**src/rtl/conv_pkg.sv**
```systemverilog
// conv_pkg: shared types and default geometry for the 3x3 window scheduler
package conv_pkg;
  localparam int DEF_PIX_W = 8;
  localparam int DEF_IMG_W = 64;
  localparam int DEF_IMG_H = 64;
  localparam int NUM_RES   = (DEF_IMG_W - 2) * (DEF_IMG_H - 2);
  typedef logic [2:0][2:0][DEF_PIX_W-1:0] win_t;
  typedef enum logic [1:0] {IDLE, RUN, DRAIN, DONE} state_t;
endpackage

```
**src/rtl/conv_line_buf.sv**
```systemverilog
// conv_line_buf: two-line buffer giving column taps (r-2,c),(r-1,c),(r,c) for each accepted pixel
module conv_line_buf #(
  parameter int IMG_W = 64,
  parameter int PIX_W = 8
) (
  input  logic                  clk,
  input  logic                  rst,
  input  logic                  en,
  input  logic [PIX_W-1:0]      pix,
  output logic [2:0][PIX_W-1:0] taps
);
  localparam int D  = IMG_W - 1;
  localparam int AW = D > 1 ? $clog2(D) : 1;
  logic [PIX_W-1:0] mem1 [D];
  logic [PIX_W-1:0] mem2 [D];
  logic [AW-1:0] ptr_q, ptr_d;
  logic [PIX_W-1:0] prev_q, prev_d, mid_q, mid_d;
  // a one-entry stage ahead of each D-deep memory makes the total delay exactly one line
  always_comb begin
    taps   = {pix, mem1[ptr_q], mem2[ptr_q]};
    ptr_d  = en ? (ptr_q == AW'(D - 1) ? '0 : ptr_q + AW'(1)) : ptr_q;
    prev_d = en ? pix : prev_q;
    mid_d  = en ? mem1[ptr_q] : mid_q;
  end
  always_ff @(posedge clk) begin
    if (rst) begin
      ptr_q  <= '0;
      prev_q <= '0;
      mid_q  <= '0;
    end else begin
      ptr_q  <= ptr_d;
      prev_q <= prev_d;
      mid_q  <= mid_d;
    end
  end
  always_ff @(posedge clk) begin
    if (en) begin
      mem1[ptr_q] <= prev_q;
      mem2[ptr_q] <= mid_q;
    end
  end
endmodule

```
**src/rtl/conv_window_sched.sv**
```systemverilog
// conv_window_sched: frame sequencer forming 3x3 windows for the sharpening datapath, credit-tracked result FIFO
// Define CONV_CLAMP_EN to clamp results to the pixel range at FIFO push.
module conv_window_sched
  import conv_pkg::*;
#(
  parameter int IMG_W  = DEF_IMG_W,
  parameter int IMG_H  = DEF_IMG_H,
  parameter int PIX_W  = DEF_PIX_W,
  parameter int ACC_W  = 20,
  parameter int DP_LAT = 1,
  parameter int FIFO_D = 4
) (
  input  logic                         clk,
  input  logic                         rst,
  input  logic                         start,
  output logic                         busy,
  output logic                         done,
  input  logic                         cfg_we,
  input  logic [3:0]                   cfg_idx,
  input  logic [PIX_W-1:0]             cfg_data,
  input  logic                         pix_valid,
  output logic                         pix_ready,
  input  logic [PIX_W-1:0]             pix_data,
  output logic [2:0][2:0][PIX_W-1:0]   dp_img,
  output logic [2:0][2:0][PIX_W-1:0]   dp_fil,
  input  logic signed [ACC_W-1:0]      dp_out,
  output logic                         res_valid,
  input  logic                         res_ready,
  output logic signed [ACC_W-1:0]      res_data
);
  localparam int CW = $clog2(IMG_W);
  localparam int RW = $clog2(IMG_H);
  localparam int PW = FIFO_D > 1 ? $clog2(FIFO_D) : 1;
  localparam int NW = $clog2(FIFO_D + 1);
`ifdef CONV_CLAMP_EN
  localparam logic signed [ACC_W-1:0] MAX_PIX = ACC_W'((1 << PIX_W) - 1);
`endif
  state_t state_q, state_d;
  logic [CW-1:0] col_q, col_d;
  logic [RW-1:0] row_q, row_d;
  logic [2:0][2:0][PIX_W-1:0] img_q, img_d, fil_q, fil_d;
  logic [1:0][2:0][PIX_W-1:0] cols_q, cols_d;
  logic win_v_q, win_v_d;
  logic [DP_LAT-1:0] vld_q, vld_d;
  logic [NW-1:0] cred_q, cred_d, cnt_q, cnt_d;
  logic [PW-1:0] wr_q, wr_d, rd_q, rd_d;
  logic signed [ACC_W-1:0] fifo_q [FIFO_D];
  logic signed [ACC_W-1:0] push_data;
  logic [2:0][PIX_W-1:0] taps;
  logic issue_pos, accept, take, last_pix, push, pop;

  conv_line_buf #(.IMG_W(IMG_W), .PIX_W(PIX_W)) u_lb (
    .clk (clk),
    .rst (rst),
    .en  (accept),
    .pix (pix_data),
    .taps(taps)
  );

  always_comb begin
    issue_pos = row_q >= RW'(2) && col_q >= CW'(2);
    pix_ready = state_q == RUN && (!issue_pos || cred_q != '0);
    accept    = pix_valid && pix_ready;
    take      = accept && issue_pos;
    last_pix  = row_q == RW'(IMG_H - 1) && col_q == CW'(IMG_W - 1);
    res_valid = cnt_q != '0;
    pop       = res_valid && res_ready;
    push      = vld_q[DP_LAT-1];
    busy      = state_q == RUN || state_q == DRAIN;
    done      = state_q == DONE;
    dp_img    = img_q;
    dp_fil    = fil_q;
    res_data  = res_valid ? fifo_q[rd_q] : '0;
    case (state_q)
      IDLE:    state_d = start ? RUN : IDLE;
      RUN:     state_d = accept && last_pix ? DRAIN : RUN;
      DRAIN:   state_d = cred_q == NW'(FIFO_D) ? DONE : DRAIN;
      default: state_d = IDLE;
    endcase
    col_d = col_q;
    row_d = row_q;
    if (state_q == IDLE && start) begin
      col_d = '0;
      row_d = '0;
    end else if (accept) begin
      col_d = col_q == CW'(IMG_W - 1) ? '0 : col_q + CW'(1);
      row_d = col_q != CW'(IMG_W - 1) ? row_q : last_pix ? '0 : row_q + RW'(1);
    end
    cols_d = accept ? {taps, cols_q[1]} : cols_q;
    for (int i = 0; i < 3; i++) img_d[i] = take ? {taps[i], cols_q[1][i], cols_q[0][i]} : img_q[i];
    fil_d = fil_q;
    for (int k = 0; k < 9; k++)
      if (state_q == IDLE && cfg_we && cfg_idx == 4'(k)) fil_d[k/3][k%3] = cfg_data;
    win_v_d = take;
    vld_d   = DP_LAT'({vld_q, win_v_q});
`ifdef CONV_CLAMP_EN
    push_data = dp_out[ACC_W-1] ? '0 : dp_out > MAX_PIX ? MAX_PIX : dp_out;
`else
    push_data = dp_out;
`endif
    wr_d   = push ? (wr_q == PW'(FIFO_D - 1) ? '0 : wr_q + PW'(1)) : wr_q;
    rd_d   = pop ? (rd_q == PW'(FIFO_D - 1) ? '0 : rd_q + PW'(1)) : rd_q;
    cnt_d  = cnt_q + NW'(push) - NW'(pop);
    cred_d = cred_q + NW'(pop) - NW'(take);
  end

  always_ff @(posedge clk) begin
    if (rst) begin
      state_q <= IDLE;
      col_q   <= '0;
      row_q   <= '0;
      cols_q  <= '0;
      img_q   <= '0;
      fil_q   <= '0;
      win_v_q <= 1'b0;
      vld_q   <= '0;
      wr_q    <= '0;
      rd_q    <= '0;
      cnt_q   <= '0;
      cred_q  <= NW'(FIFO_D);
    end else begin
      state_q <= state_d;
      col_q   <= col_d;
      row_q   <= row_d;
      cols_q  <= cols_d;
      img_q   <= img_d;
      fil_q   <= fil_d;
      win_v_q <= win_v_d;
      vld_q   <= vld_d;
      wr_q    <= wr_d;
      rd_q    <= rd_d;
      cnt_q   <= cnt_d;
      cred_q  <= cred_d;
    end
  end

  always_ff @(posedge clk) begin
    if (push) fifo_q[wr_q] <= push_data;
  end
endmodule

```
**config.mk**
```make
export PLATFORM = sky130hd
export DESIGN_NAME = conv_window_sched
export DESIGN_NICKNAME = d
export VERILOG_FILES = /design/src/rtl/conv_pkg.sv /design/src/rtl/conv_line_buf.sv /design/src/rtl/conv_window_sched.sv
export SDC_FILE = /design/constraint.sdc
export NUM_CORES = 1
export LEC_CHECK = 0
export ABC_AREA = 1
export ABC_CLOCK_PERIOD_IN_PS = 9300
export BUFFER_PORTS_ARGS = -buffer_cell sky130_fd_sc_hd__buf_2
export CORE_MARGIN = 2
export CORE_UTILIZATION = 35
export CTS_BUF_LIST = sky130_fd_sc_hd__clkbuf_4 sky130_fd_sc_hd__clkbuf_8
export DETAILED_ROUTE_END_ITERATION = 8
export PLACE_DENSITY = 0.6
export SETUP_SLACK_MARGIN = 0.1
export SLEW_MARGIN = 20
export SYNTH_ARGS = -nofsm -noshare
export SYNTH_HDL_FRONTEND = slang
export SYNTH_HIERARCHICAL = 1
export SYNTH_SLANG_ARGS = --single-unit
```
**constraint.sdc**
```tcl
create_clock -name clk -period 9.3 [get_ports clk]
set_input_delay 0.93 -clock clk [delete_from_list [all_inputs] [get_ports clk]]
set_output_delay 0.93 -clock clk [all_outputs]
set_load 0.01 [all_outputs]
```
Word level (Yosys, flattened, before mapping)
Memories as Yosys holds them, arrays and structs flattened. A register that Yosys moved wholly into a read port is not among the register bits. Cells that the tools add are included.

Register bits after elaboration: 224. Memory bits (writable): 1088. Output and inout port bits: 168. Logic and storage cells: 114. Memories: 3.

Memory list: u_lb.mem1 (depth 63, bits a word 8, read ports 1, clocked after memory_dff 1, wr ports 1, line conv_line_buf.sv:14) `logic [PIX_W-1:0] mem1 [D];`; u_lb.mem2 (depth 63, bits a word 8, read ports 1, clocked after memory_dff 1, wr ports 1, line conv_line_buf.sv:15) `logic [PIX_W-1:0] mem2 [D];`; fifo_q (depth 4, bits a word 20, read ports 1, clocked after memory_dff 1, wr ports 1, line conv_window_sched.sv:47) `logic signed [ACC_W-1:0] fifo_q [FIFO_D];`.

$add $sub $neg: 9. Magnitude comparators: 2. Equal/unequal tests: 18. Multiplexer cells: 20. Bitwise operators: 1. Reductions and logical operators: 27.

Operator list (number): $mux 6 (7); $mux 20 (1); $add 6x1->6 const B (3); $eq 6x6->1 const B (3); $logic_and 1x1->1 (18); $eq 4x3->1 const B (4); $ge 6x2->1 const B (2); $mux 2 (5); $eq 2x2->1 const B (4); $eq 4x2->1 const B (2); $add 3x1->3 (2); $mux 1 (6); $ne 6x6->1 const B (1); $pmux 2 s3 (1); $reduce_bool 3->1 (2); $sub 3x1->3 (2); $add 2x1->2 const B (2); $eq 4x1->1 const B (1); $eq 4x4->1 const B (1); $logic_not 4->1 (1); $eq 3x3->1 const B (1); $eq 2x1->1 const B (1); $logic_not 2->1 (1); $logic_or 1x1->1 (2); other kinds (4) (4).

Logic depth before layout (Yosys ltp)
Gate-level depths: netlist of the first run.

Depth after elaboration: 9. Depth in mapped cells: 18. Depth with buffers taken out: 16.

Modules after synthesis
Netlist of the first run, hierarchy kept.

By module, submodules not included: conv_line_buf (times used 1, cells each 3476, area each 41602.4 um^2, seq. area each 30829.6 um^2); conv_window_sched (times used 1, cells each 1387, area each 11717.5 um^2, seq. area each 6806.5 um^2).

Worst setup path before layout of the first run
OpenSTA, ideal clock, no wires.

Path type: reg-to-reg. Start: register col_q[0]. End: memory u_lb.mem1[15][0] (enable). Data arrival time: 2.764 ns. Slack: 6.126 ns. Stages on the path, launching flop included: 12. Path buffers: 2. Cell sequence: dfxtp_1 inv_1 ha_1 nor2_1 nand3_1 nand3_2 nand2_2 nor2_2 buf_2 inv_1 clkbuf_1 nor3_1.

Word-level cells in the longest chain between the ends: 8.

Ends and longest elaborated chain: start, declared (line conv_window_sched.sv:39) `logic [CW-1:0] col_q, col_d;`; start signal, assigned (line conv_window_sched.sv:123) `col_q <= col_d;`; $ge 6x2->1 (line conv_window_sched.sv:61) `issue_pos = row_q >= RW'(2) && col_q >= CW'(2);`; $logic_and 1x1->1 (line conv_window_sched.sv:61); $logic_not 1->1 (line conv_window_sched.sv:62) `pix_ready = state_q == RUN && (!issue_pos || cred_q != '0);`; $logic_or 1x1->1 (line conv_window_sched.sv:62); $logic_and 1x1->1 (line conv_window_sched.sv:62); $logic_and 1x1->1 (line conv_window_sched.sv:63) `accept = pix_valid && pix_ready;`; named net accept (line conv_window_sched.sv:50) `logic issue_pos, accept, take, last_pix, push, pop;`; $mux 1 (line conv_line_buf.sv:37) `if (en) begin`; $mux 1 (implied by the code) (line conv_line_buf.sv:38) `mem1[ptr_q] <= prev_q;`; end, declared (line conv_line_buf.sv:14).

The timed path passes the listed nets, and every way through them passes these cells.

==> summary.txt, run 1 <==
Timing
  • Worst slew pin tran: about 1200 ps
  • Tcrit/Tclk final: between 40 and 50%
  • Min setup slack post-route: 5140 ps
  • Max Slew Vio Count: 0
  • Worst rel slew slack: between 10% and 20%
  • RSZ-0062 raised after global routing: no
  • Hold_ws: 237 ps
  • Min cycle time layout: roughly 4200 ps
  • FMAX: around 0.24 GHz
  • Setup Skew: between 40 and 50 ps
  • Final Hold Fails: 0
  • Setup-failing EPs final: 0
  • Setup TNS: 0 ps

Layout
  • # fillers: ~15,000
  • Area growth from synthesis to layout: 13.3%
  • Final net count: 5,145
  • Most frequent cells in the layout: nand2_1, edfxtp_1, nand3_1, nor2_1, o21ai_0
  • Leading cell type in the layout, fill and taps excluded: nand2_1
  • Finished Core Util: between 30% and 40%
  • Fin area: about 0.060 sq mm
  • Share of layout cells above drive strength 1: between 10% and 20%

Worst setup path
  • Critical path depth: 5
  • Critical Path Fanout Max: 21
  • Setup crit end kind: output port
  • Worst EP required: approximately 8400 ps
  • Crit path launch type: register
  • Critical path arrival: 3230 ps
  • Crit path max-delay family: flip-flops
  • Slowest Stage Delay on Critical Path: a little over 900 ps
  • Worst path cell trace: inv_1 > nor2_1 > o21ai_0 > a21oi_1 > buf_2
  • CP Class: reg -> out
  • Critical-path top delay cell: dfxtp_1
  • R2R cell count: 12
  • Buffers and inverters on the worst path: 2

Clocking
  • Hold buffer count at CTS: 0
  • Cts repair resizes: 0
  • Clock Latency Late Sink: approximately 900 ps
  • Total CTS buffers: 206
  • Number of setup buffers added after CTS: 0
  • Sink Count: between 1,000 and 1,500
  • CTS root buffer: clkbuf_8
  • Clk slew on worst S/H paths: around 60 ps
  • Clock buffer depth: 3
  • H-tree Lvls: 4
  • TritonCTS clock tree: built

Job
  • Max-Cap Viols: 0

Global route
  • First-pass GRT wire length: 219,000 microns
  • Met1 usage in global routing: around a quarter
  • Initial antenna violation count: 4
  • GRT Util Overall: between 10% and 20%
  • Most Crowded Layer GR: met2
  • Vias in the first global route: 35,067
  • Met2 Usage GRT: 28.3%
  • Grt ovf: 0
  • GRT met3 Usage: roughly 3.3%
  • Pin count of the biggest net entering global routing: approximately 220

Pwr
  • Pwr Density: between 200 and 250 mW/mm^2
  • Pleak: 22.5 nW
  • Max IR drop VDD: ~160 uV

Place
  • Placer Congestion: 0.818
  • Placed cell area: about 0.056 sq mm
  • Number of buffers added on ports: ~210
  • Post-place setup slack: 5610 ps
  • Dpl hpwl: between 70,000 and 80,000 microns

Detailed routing
  • DRC errors left: 0
  • Post-Route WL: 145,000 microns
  • Routed Antenna Nets: 0
  • TritonRoute pass-1 iters: 6
  • Routed vias: between 30,000 and 40,000
  • Avg WL per Cell: ~20 microns
  • DR iter-0 viols: 3,983
  • Vias/cell: between 5 and 6

Hold path
  • HP Class: in -> reg
  • WHS Path Cells: 1

Floorplanning
  • Site Rows: between 100 and 150
  • Core ar.: about 0.15 sq mm
  • Initial core utilization: roughly a third
  • Die ar.: roughly 0.16 sq mm
  • Die Ht: 394 microns
  • Die X: between 300 and 400 microns
  • Io pins: 214

Yosys
  • Share of the yosys chip area belonging to registers: roughly 71%
  • Register bit total from synthesis: 1,336
  • Syn Inst Count: just under 5,000
  • Mapped cell area: 0.0533 sq mm
  • Library cells used by synthesis: 39
  • Syn Nets: approximately 4,900
  • Average size of a mapped cell: 11.0 sq um
  • Synth Warn #: 6

Outcome
  • Status: finished clean
[sequential cells by signal (all words and copies together) (netlist names), 2 cells and up, named ones only]
signal	count
rd_q	2
u_lb/mid_q	8
row_q	6
u_lb/mem1	504
cnt_q	3
dp_fil	72
cols_q	48
cred_q	3
fifo_q	80
dp_img	72
u_lb/ptr_q	6
wr_q	2
u_lb/mem2	504
state_q	2
col_q	6
u_lb/prev_q	8
[final timing paths]
| path | startpoint | end | slack (ps) |
|---|---|---|---|
| max | register | res_data[11] | 5140 |
| min | dp_out[3] | fifo_q[0][3] | 240 |
| max reg2reg | register | cols_q[28] | 5540 |
| min reg2reg | vld_d | push | 420 |
[synth_stat cells (all sizes together)]
cell type / instances / area [sq um]
buf: 161 / 1020
a31oi: 5 / 31.3
inv: 167 / 629
nand2: 1246 / 4680
nand3b: 1 / 20.0
nor2: 553 / 2080
nand3: 579 / 2910
a21boi: 1 / 7.51
nand4: 7 / 58.8
or2: 3 / 18.8
dfxtp: 248 / 4960
o211ai: 2 / 15.0
a21oi: 160 / 801
edfxtp: 1088 / 32700
a211oi: 1 / 7.51
xnor2: 1 / 8.76
clkbuf: 151 / 567
fa: 2 / 40.0
clkinv: 1 / 3.75
ha: 20 / 250
xor2: 7 / 61.3
nor3: 12 / 93.8
o211a: 1 / 10.0
o21ai: 334 / 1670
o22ai: 112 / 701
[metrics by stage]
| stage | total power (W) | instances |
|---|---|---|
| after floorplan | 0.00732 | 4863 |
| after global placement | 0.00767 | 6899 |
| after detailed placement | 0.00768 | 6899 |
| after CTS | 0.0126 | 7266 |
| after global routing | 0.0129 | 7271 |
| final | 0.0125 | 7272 |
[logic make-up (layout without fill, tap and decap cells)]
group	after synthesis	count (layout)	synth area share (%)
DFF	1336	1336	70.6
other	0	6	0
buffers and inverters	480	853	4.16
and+or+nand+nor	2401	2401	18.5
AOI/OAI and AO/OA	616	616	6.08
adders and majority gates	22	22	0.544
xor gates and xnor gates	8	8	0.131
[report_power, final]
part           switching (W)  internal (W)  leakage [nW]
logic               0.000698      0.000271          8.27
registers          0.0000645       0.00652          12.0
clock network        0.00226       0.00265          2.20
[area by class of cell]
class                           instances  area (sq um)  area share (%)
Sequential cell                      1336         37700            62.4
Tap cell                             2030          2540            4.21
Timing Repair Buffer                  318          1920            3.18
Clock inverter                         45           304           0.503
Inverter                              168           651            1.08
Clock buffer                          322          3810            6.31
Antenna cell                            6          15.0          0.0249
Multi-Input combinational cell       3047         13500            22.3
[layer usage]
metal / share of wire, % / wire [microns] / vias to the layer above
li1: - / - / 17207
met1: 44 / 63200 / 17963
met2: 46 / 66400 / 1433
met3: 7.4 / 10700 / 277
met4: 3.2 / 4710 / 0
met5: 0 / 0 / -
No activity file was read; power rests on OpenSTA's default activity.
==> inputs of run 2 (changes only) <==
--- a/config.mk
+++ b/config.mk
@@ -6,13 +6,13 @@
 export NUM_CORES = 1
 export LEC_CHECK = 0
 export ABC_AREA = 1
-export ABC_CLOCK_PERIOD_IN_PS = 9300
+export ABC_CLOCK_PERIOD_IN_PS = 3350
 export BUFFER_PORTS_ARGS = -buffer_cell sky130_fd_sc_hd__buf_2
 export CORE_MARGIN = 2
 export CORE_UTILIZATION = 35
 export CTS_BUF_LIST = sky130_fd_sc_hd__clkbuf_4 sky130_fd_sc_hd__clkbuf_8
 export DETAILED_ROUTE_END_ITERATION = 8
-export PLACE_DENSITY = 0.6
+export PLACE_DENSITY = 0.62
 export SETUP_SLACK_MARGIN = 0.1
 export SLEW_MARGIN = 20
 export SYNTH_ARGS = -nofsm -noshare
==> constraint.sdc (replaced) <==
create_clock -name clk -period 3.35 [get_ports clk]
set_input_delay 0.335 -clock clk [delete_from_list [all_inputs] [get_ports clk]]
set_output_delay 0.335 -clock clk [all_outputs]
set_load 0.01 [all_outputs]
==> run 2 against run 1 <==
  * First-iteration DRC count down 1.4%
  * Combinational power rose to 2.9 times the previous value
  * Cell area up 1.9%
  * Register-to-register slack worse by 5200 ps
  * Sequential share of layout area down 1.2 points
  * Flip-flop and latch count unchanged
  * Critical path depth up 1
  * Clock skew down 14 ps
  * Global-route usage down 0.12 points
  * Routed wire length down 0.86%
  * Critical endpoint is now res_data[17]
==> summary.txt, run 2 (same netlist as run 1, synthesis figures left out) <==
Pwr
  • Pwr Density: between 500 and 600 mW/mm^2
  • Switching power: approximately 0.0085 W
  • Tot Pwr: between 0.03 and 0.04 W
  • Gate power share: roughly 8.1%
  • Pleak: 23.0 nW
  • Register share of total power: a little over half
  • Switching Fraction: 24.6%
  • Int Pwr: approximately 0.026 W
  • Max IR drop VDD: ~450 uV
  • Clock power share: between 30% and 40%

Detailed routing
  • DRC errors left: 0
  • Post-Route WL: 144,000 microns
  • Vias/cell: between 5 and 6
  • TritonRoute pass-1 iters: 7
  • DR iter-0 viols: ~3,900
  • Avg WL per Cell: between 15 and 20 microns
  • Routed Antenna Nets: 0
  • Routed vias: around 37,000

Timing
  • Tcrit/Tclk final: 88.8%
  • Worst slew pin tran: approximately 1100 ps
  • Worst rel slew slack: 26.5%
  • Min setup slack post-route: between 300 and 400 ps
  • Max Slew Vio Count: 0
  • Final Hold Fails: 0
  • Min cycle time layout: approximately 3000 ps
  • RSZ-0062 raised after global routing: no
  • Setup TNS: 0 ps
  • Setup-failing EPs final: 0
  • Setup Skew: 34.9 ps
  • FMAX: about 0.34 GHz

Global route
  • Met1 usage in global routing: 24.4%
  • Met2 Usage GRT: between 20% and 30%
  • GRT met3 Usage: approximately 3%
  • Pin count of the biggest net entering global routing: 154
  • GRT Util Overall: roughly 18%
  • Initial antenna violation count: 4
  • First-pass GRT wire length: 217,000 microns
  • Vias in the first global route: between 30,000 and 40,000
  • Most Crowded Layer GR: met2
  • Grt ovf: 0

Job
  • Max-Cap Viols: 0

Worst setup path
  • Critical path arrival: roughly 2600 ps
  • CP Class: reg -> out
  • Crit path launch type: register
  • Setup crit end kind: output port
  • Critical Path Fanout Max: 21
  • Worst EP required: about 3000 ps
  • Worst r2r src: col_q[0]
  • R2R Setup Slk: about 380 ps
  • R2R cell count: 12
  • RR Endpoint: u_lb/mem2[6][2]

Clocking
  • Total CTS buffers: between 200 and 250
  • TritonCTS clock tree: built
  • H-tree Lvls: 4
  • Clock buffer depth: 3
  • Clock Latency Late Sink: 920 ps
  • CTS root buffer: clkbuf_8
  • Clk slew on worst S/H paths: ~60 ps
  • Sink Count: 1,336
  • Number of setup buffers added after CTS: 0

Layout
  • Final net count: about 5,200
  • Area growth from synthesis to layout: 15.5%
  • Most frequent cells in the layout: nand2_1, edfxtp_1, nand3_1, nor2_1, o21ai_0
  • Biggest regs: u_lb/mem1: 504 flops, u_lb/mem2: 504 flops, fifo_q: 80 flops
  • Leading cell type in the layout, fill and taps excluded: nand2_1
  • Share of layout cells above drive strength 1: between 10% and 20%

Floorplanning
  • Io pins: about 210
  • Die Ht: between 300 and 400 microns
  • Die X: between 300 and 400 microns
  • Initial core utilization: a little over a third
  • Die ar.: ~0.16 sq mm
  • Site Rows: between 100 and 150
  • Core ar.: between 0.15 and 0.2 sq mm

Hold path
  • Hold Crit Endpoint: dp_fil[50]
  • Hold path startpoint: cfg_idx[3]
  • WHS Path Cells: 5
  • HP Class: in -> reg

Outcome
  • Status: finished clean

Place
  • Dpl hpwl: roughly 85,000 microns
  • Post-place setup slack: roughly 420 ps
  • Placer Congestion: around 0.89
  • Number of buffers added on ports: about 210
[run 2: worst max-delay path by stage]
| stage | startpoint | end | slack (ps) | cells past startpoint |
|---|---|---|---|---|
| floorplan | col_q[0] | u_lb/mem1[15][0] | 180 | 11 |
| global placement | col_q[0] | u_lb/mem2[7][3] | 390 | 12 |
| detailed placement | col_q[0] | u_lb/mem1[6][6] | 420 | 12 |
| CTS | register | res_data[17] | 190 | 4 |
| global route | col_q[0] | u_lb/mem2[6][2] | 200 | 12 |
| finish | register | res_data[17] | 370 | 6 |
[run 2: through the flow]
stage	utilization [%]	area (sq um)	hold slack (ps)	cells
after CTS	40.6	61500	30.7	7375
after global routing	40.6	61600	145	7377
after global placement	37.6	57000	424	6954
final	40.6	61600	146	7380
after detailed placement	37.6	57000	409	6954
after floorplan	-	53300	388	4863
[run 2: critical path, cell delays in order, from the launching register on]
cell,delay (ps)
dfxtp_1,310
buf_4,280
inv_1,410
nor2_1,200
o21ai_0,100
a21oi_1,240
buf_2,180
[run 2: power by group through the flow]
stage          clock network [W]  registers, W  logic (W)
6_report                  0.0135        0.0184    0.00280
5_1_grt                   0.0145        0.0184    0.00309
4_1_cts                   0.0138        0.0184    0.00280
3_5_place_dp                   0        0.0187    0.00274
3_3_place_gp                   0        0.0187    0.00271
2_1_floorplan                  0        0.0186    0.00169
[run 2: cell type report]
class / instances / area, sq um
diodes: 5 / 12.5
clock buffers: 303 / 3630
clock inverters: 72 / 479
fillers: 14350 / 90000
inverters: 168 / 653
multi-input cells: 3047 / 13500
flip-flops and latches: 1336 / 37700
well taps: 2030 / 2540
repair buffers: 419 / 3080
[run 2: layer usage]
metal | part of all wire, % | wire, microns
met5 | 0.013 | 18
met4 | 3.3 | 4730
met3 | 7.9 | 11400
met2 | 47 | 67300
met1 | 42 | 60300
[run 2: what timing repair did]
action                                  in CTS  in global routing
hold buffers                                46                  0
endpoints found under the hold margin      229                  0
endpoints found under the setup margin       0                 19
gates resized for setup                      0                  1
